===== src/rtl/spram_seq_pkg.sv =====
// rtl/spram_seq_pkg.sv - shared state, size encoding and defaults for the byte-sequencing arbiter
package spram_seq_pkg;

  localparam int AW_DEF = 17;

  typedef enum logic [1:0] {IDLE, ISSUE, DRAIN, ACK} state_t;

  localparam logic [1:0] SZ_1B = 2'd0;
  localparam logic [1:0] SZ_2B = 2'd1;
  localparam logic [1:0] SZ_4B = 2'd2;

  // Encoding 3 is treated as a full word.
  function automatic logic [2:0] sz_bytes(input logic [1:0] sz);
    case (sz)
      SZ_1B:   return 3'd1;
      SZ_2B:   return 3'd2;
      SZ_4B:   return 3'd4;
      default: return 3'd4;
    endcase
  endfunction

endpackage


===== src/rtl/rr_arb.sv =====
// rtl/rr_arb.sv - combinational NREQ-way round-robin picker, searching upward from ptr+1
module rr_arb #(
  parameter int NREQ = 2,
  parameter int IW   = $clog2(NREQ)
) (
  input  logic [NREQ-1:0] req,
  input  logic [IW-1:0]   ptr,
  output logic [NREQ-1:0] gnt,
  output logic [IW-1:0]   idx,
  output logic            any
);

  logic [IW-1:0] jj;

  always_comb begin
    gnt = '0;
    idx = '0;
    any = 1'b0;
    jj  = '0;
    for (int i = 1; i <= NREQ; i++) begin
      jj = IW'((int'(ptr) + i) % NREQ);
      if (!any && req[jj]) begin
        any     = 1'b1;
        gnt[jj] = 1'b1;
        idx     = jj;
      end
    end
  end

endmodule


===== src/rtl/spram8_seq_arb.sv =====
// rtl/spram8_seq_arb.sv - shares one byte-wide single-port memory between NREQ requesters,
// sequencing 1/2/4-byte little-endian accesses one byte per cycle
module spram8_seq_arb
  import spram_seq_pkg::*;
#(
  parameter int NREQ = 2,
  parameter int AW   = AW_DEF
) (
  input  logic                      clk,
  input  logic                      rst,
  input  logic [NREQ-1:0]           req,
  input  logic [NREQ-1:0]           we,
  input  logic [NREQ-1:0][1:0]      sz,
  input  logic [NREQ-1:0][AW-1:0]   ai,
  input  logic [NREQ-1:0][31:0]     vi,
  output logic [NREQ-1:0]           ack,
  output logic [31:0]               vo,
  output logic                      mem_we,
  output logic [AW-1:0]             mem_ai,
  output logic [7:0]                mem_vi,
  input  logic [7:0]                mem_vo
);

  localparam int IW = $clog2(NREQ);

  state_t          state, state_n;
  logic [IW-1:0]   ptr, ptr_n, pick;
  logic [NREQ-1:0] gnt, win_oh, win_oh_n, ack_n;
  logic            any;
  logic            l_we, l_we_n;
  logic [2:0]      l_n, l_n_n;
  logic [AW-1:0]   l_ai, l_ai_n;
  logic [31:0]     l_vi, l_vi_n;
  logic [1:0]      k, k_n, lastb;
  logic [31:0]     res, res_n, vo_n;
  logic            mem_we_n;
  logic [AW-1:0]   mem_ai_n;
  logic [7:0]      mem_vi_n;

  rr_arb #(.NREQ(NREQ), .IW(IW)) u_arb (
    .req (req),
    .ptr (ptr),
    .gnt (gnt),
    .idx (pick),
    .any (any)
  );

  assign lastb = 2'(l_n - 3'd1);

  always_ff @(posedge clk) begin
    if (rst) begin
      state  <= IDLE;
      ptr    <= IW'(NREQ - 1);
      win_oh <= '0;
      l_we   <= 1'b0;
      l_n    <= 3'd1;
      l_ai   <= '0;
      l_vi   <= '0;
      k      <= '0;
      res    <= '0;
      ack    <= '0;
      vo     <= '0;
      mem_we <= 1'b0;
      mem_ai <= '0;
      mem_vi <= '0;
    end else begin
      state  <= state_n;
      ptr    <= ptr_n;
      win_oh <= win_oh_n;
      l_we   <= l_we_n;
      l_n    <= l_n_n;
      l_ai   <= l_ai_n;
      l_vi   <= l_vi_n;
      k      <= k_n;
      res    <= res_n;
      ack    <= ack_n;
      vo     <= vo_n;
      mem_we <= mem_we_n;
      mem_ai <= mem_ai_n;
      mem_vi <= mem_vi_n;
    end
  end

  // Memory-bus outputs are computed one state ahead so that byte k is on the bus during ISSUE cycle k.
  always_comb begin
    state_n  = state;
    ptr_n    = ptr;
    win_oh_n = win_oh;
    l_we_n   = l_we;
    l_n_n    = l_n;
    l_ai_n   = l_ai;
    l_vi_n   = l_vi;
    k_n      = k;
    res_n    = res;
    ack_n    = '0;
    vo_n     = '0;
    mem_we_n = 1'b0;
    mem_ai_n = mem_ai;
    mem_vi_n = mem_vi;
    case (state)
      IDLE: begin
        if (any) begin
          state_n  = ISSUE;
          ptr_n    = pick;
          win_oh_n = gnt;
          l_we_n   = we[pick];
          l_n_n    = sz_bytes(sz[pick]);
          l_ai_n   = ai[pick];
          l_vi_n   = vi[pick];
          k_n      = 2'd0;
          res_n    = '0;
          mem_we_n = we[pick];
          mem_ai_n = ai[pick];
          mem_vi_n = vi[pick][7:0];
        end
      end
      ISSUE: begin
        if (!l_we && k != 2'd0)
          res_n = res | ({24'd0, mem_vo} << {k - 2'd1, 3'b000});
        if ({1'b0, k} == l_n - 3'd1) begin
          state_n = DRAIN;
        end else begin
          k_n      = k + 2'd1;
          mem_we_n = l_we;
          mem_ai_n = l_ai + AW'(k_n);
          mem_vi_n = l_vi[{k_n, 3'b000} +: 8];
        end
      end
      DRAIN: begin
        if (!l_we)
          res_n = res | ({24'd0, mem_vo} << {lastb, 3'b000});
        ack_n   = win_oh;
        vo_n    = res_n;
        state_n = ACK;
      end
      default: begin
        state_n = IDLE;
      end
    endcase
  end

endmodule


===== config.mk =====
export PLATFORM = sky130hd
export DESIGN_NAME = spram8_seq_arb
export DESIGN_NICKNAME = d
export VERILOG_FILES = /design/src/rtl/spram_seq_pkg.sv /design/src/rtl/rr_arb.sv /design/src/rtl/spram8_seq_arb.sv
export SDC_FILE = /design/constraint.sdc
export NUM_CORES = 1
export LEC_CHECK = 0
export ABC_AREA = 1
export CAP_MARGIN = 20
export CORE_ASPECT_RATIO = 1.5
export CORE_MARGIN = 2
export CORE_UTILIZATION = 50
export DETAILED_ROUTE_END_ITERATION = 8
export PLACE_DENSITY_LB_ADDON = 0.3
export SETUP_SLACK_MARGIN = 0.02
export SLEW_MARGIN = 20
export SYNTH_ARGS = -nofsm -noshare
export SYNTH_HDL_FRONTEND = slang
export SYNTH_SLANG_ARGS = --single-unit
export TNS_END_PERCENT = 20

===== constraint.sdc =====
create_clock -name clk -period 2.7 [get_ports clk]
set_input_delay 0.54 -clock clk [delete_from_list [all_inputs] [get_ports clk]]
set_output_delay 0.54 -clock clk [all_outputs]
set_load 0.03 [all_outputs]

==> results.txt <==
Final Hold Fails - 0
root buf cell - clkbuf_16
Post-route DRC - 0
most used routing layer - met2
met1 usage - 30.8%
mux share of post-synthesis cell area - 0.269%
Critical Path RT - 3.02 ns
clk buf depth - 2
CP max FO - 35
Cell Pwr Density - 1040 nW/um^2
Core Footprint - 14,600 sq um
nets@finish - 1,333
die area - 15,900 sq um
CP Cell Sequence - inv_2 -> buf_4 -> ha_1 -> fa_1 -> nand3_1 -> nor2_1 -> nand2_1 -> xor2_1 -> nor2_1 -> nor2_1 -> nor2_1
io pins - 176
post-synthesis adder-cell area fraction - 1.61%
router iterations before antenna repair - 5
top cells by count, synth - nand2_1, nor2_1, dfxtp_1
Die X - 104 um
synth unique cells - 35
RD Place Congestion - 0.896
complex-gate fraction of the synthesized area - 21.5%
Period Utilization, post-route - 83.2%
status - completed
hold crit path type - reg2reg
routing usage on met3 - 4.11%
CTS Hold Bufs - 0
Syn Std Cell Area - 7450 sq um
area grow syn2layout - 32.4%
cts bufs inserted - 17
syn_nets - 1,192
WL/cell - 15.1 um
worst setup path category - reg2reg
CTS tree - built
clk_lat worst skew - 0.43 ns
GRT Total Usage - 27.1%
initial antenna violation count - 0
overall die height - 154 um
Simple-Gate Fraction of Synth Area - 27.2%
fraction of layout cells with a size suffix above 1 - 6.96%
Crit path buffers/inverters - 2
Worst Skew - 0.00879 ns
Synth Instances - 1,067
post_cts resized - 0
final setup TNS - 0 ns
most used cell along the critical path - nor2_1
dpl ws - 0.307 ns
htree depth - 4
Avg Cell Area, Syn - 6.98 sq um
final setup fails - 0
Fill cells - 1,273
XOR/XNOR share of the synthesized area - 0.470%
Total Wirelength - 21,400 um
Synth warnings - 0
LEAKAGE - 3.86 nW
slowest CP cell - buf_4
Post-synth ARST share - 0%
most frequent cell after synthesis - nand2_1
clk sink count - 152
min Tclk post-route - 2.25 ns
diodes inserted - 0
Max VDD drop - 0.000583 V
Synth area leaders - dfxtp_1, nand2_1, o21ai_0, nor2_1, nand3_1
WHS - 0.441 ns
CP Launch Type - flip-flop
crit-path leading delay family - simple AND/OR/NAND/NOR gates
Achievable Freq - 445 MHz
critical path's largest stage delay - 0.36 ns
CP arrival - 2.57 ns
Starting Density - 51.1%
Setup Fix Bufs, Post-CTS - 0
count of pins over their slew limit - 0
vias per inst - 5.47
global routing usage on met2 - 50.1%
remaining antenna violation count - 0
post-detail-place hpwl - 14,700 um
Seq cells post-synth - 152
CP endpoint kind - flip-flop
worst setup margin - 0.454 ns
number of global-route vias before repair - 7,422
Seq/Total Area, Yosys - 40.8%
largest net degree at the start of global routing - 101
normalized max-slew margin - 60.5%
max-cap violations - 0
largest family of logic cells by synthesized area - simple AND/OR/NAND/NOR gates
clock slew at reported path FFs - 0.07 ns
area share of the leading cell type in the synthesized netlist - 40.8%
global-route wire length before repair - 35,200 um
# rows - 54
Worst-Margin Slew - 0.591 ns
initial DRC count - 549
dominant cell type by area after synthesis - dfxtp_1
RSZ-0062 raised after global routing - false
Remaining Overflow, GRT - 0
ys flop type - dfxtp_1
IO Port Bufs - 175
Post-synth EDFFs - 0
Via Count - 7,754
fin util - 67.6%
-- final cells by class --
type                            instances  area, sq um  area share, %
Inverter                               59          221           2.24
Tap cell                              196          245           2.49
Clock inverter                         11          149           1.51
Timing Repair Buffer                  196         1950           19.8
Clock buffer                           21          450           4.56
Sequential cell                       152         3040           30.8
Multi-Input combinational cell        782         3800           38.6
-- state kept, by name (all words and copies together), names as in the netlist, 2 cells and up --
name    flops
ack         2
k           2
l_ai       17
l_n         3
l_vi       32
mem_ai     17
mem_vi      8
res        32
state       2
vo         32
win_oh      2
-- worst min-delay path, stage by stage (launching register included) --
cell	delay, ns
dfxtp_1	0.31
inv_1	0.05
nor2_1	0.04
-- where the power goes --
group	internal, W	switching, W
Combinational	0.00163	0.00300
Clock	0.00148	0.000949
Sequential	0.00283	0.000391
Total	0.00593	0.00434
-- metal layers --
layer	part of all wire [%]	wire [um]
met1	39	8310
met2	52	11200
met3	5.9	1260
met4	3.0	637
met5	0	0
-- kinds of logic after synthesis --
kind of cell / after synthesis
xor+xnor: 4
compound gates: 277
buf+inv: 133
mux: 2
simple gates: 490
flops: 152
fa+ha+maj: 9
-- through the flow --
step	power (W)	instances	instance area, sq um
3_5_place_dp	0.00783	1385	9270
6_report	0.0103	1417	9870
3_3_place_gp	0.00776	1385	9270
2_1_floorplan	0.00643	1067	7450
5_1_grt	0.0109	1417	9870
4_1_cts	0.0103	1417	9870
-- path summary, 6_finish.rpt --
path | cells after the start | slack (ns) | start | endpoint
setup / recovery | 11 | 0.45 | k[0] | mem_ai[10]
setup reg to reg | 11 | 0.45 | k[0] | mem_ai[10]
hold / removal | 2 | 0.44 | win_oh[1] | ack[1]
hold reg to reg | 2 | 0.44 | win_oh[1] | ack[1]
-- cell usage in the layout, fill, tap and decap left out, types with 4 or more instances in the layout --
cell type	count
nand2_1	226
nand4_1	5
clkdlybuf4s50_1	174
or2_2	19
o22ai_1	9
inv_1	54
buf_12	4
inv_2	4
a22oi_1	24
o21ai_1	5
a211oi_1	23
nor2_1	173
clkbuf_16	17
a31oi_1	33
ha_1	7
nand3_1	58
a21oi_1	31
o21ai_0	138
dfxtp_1	152
o211ai_1	11
buf_4	17
(Power assumes the default switching activity.)
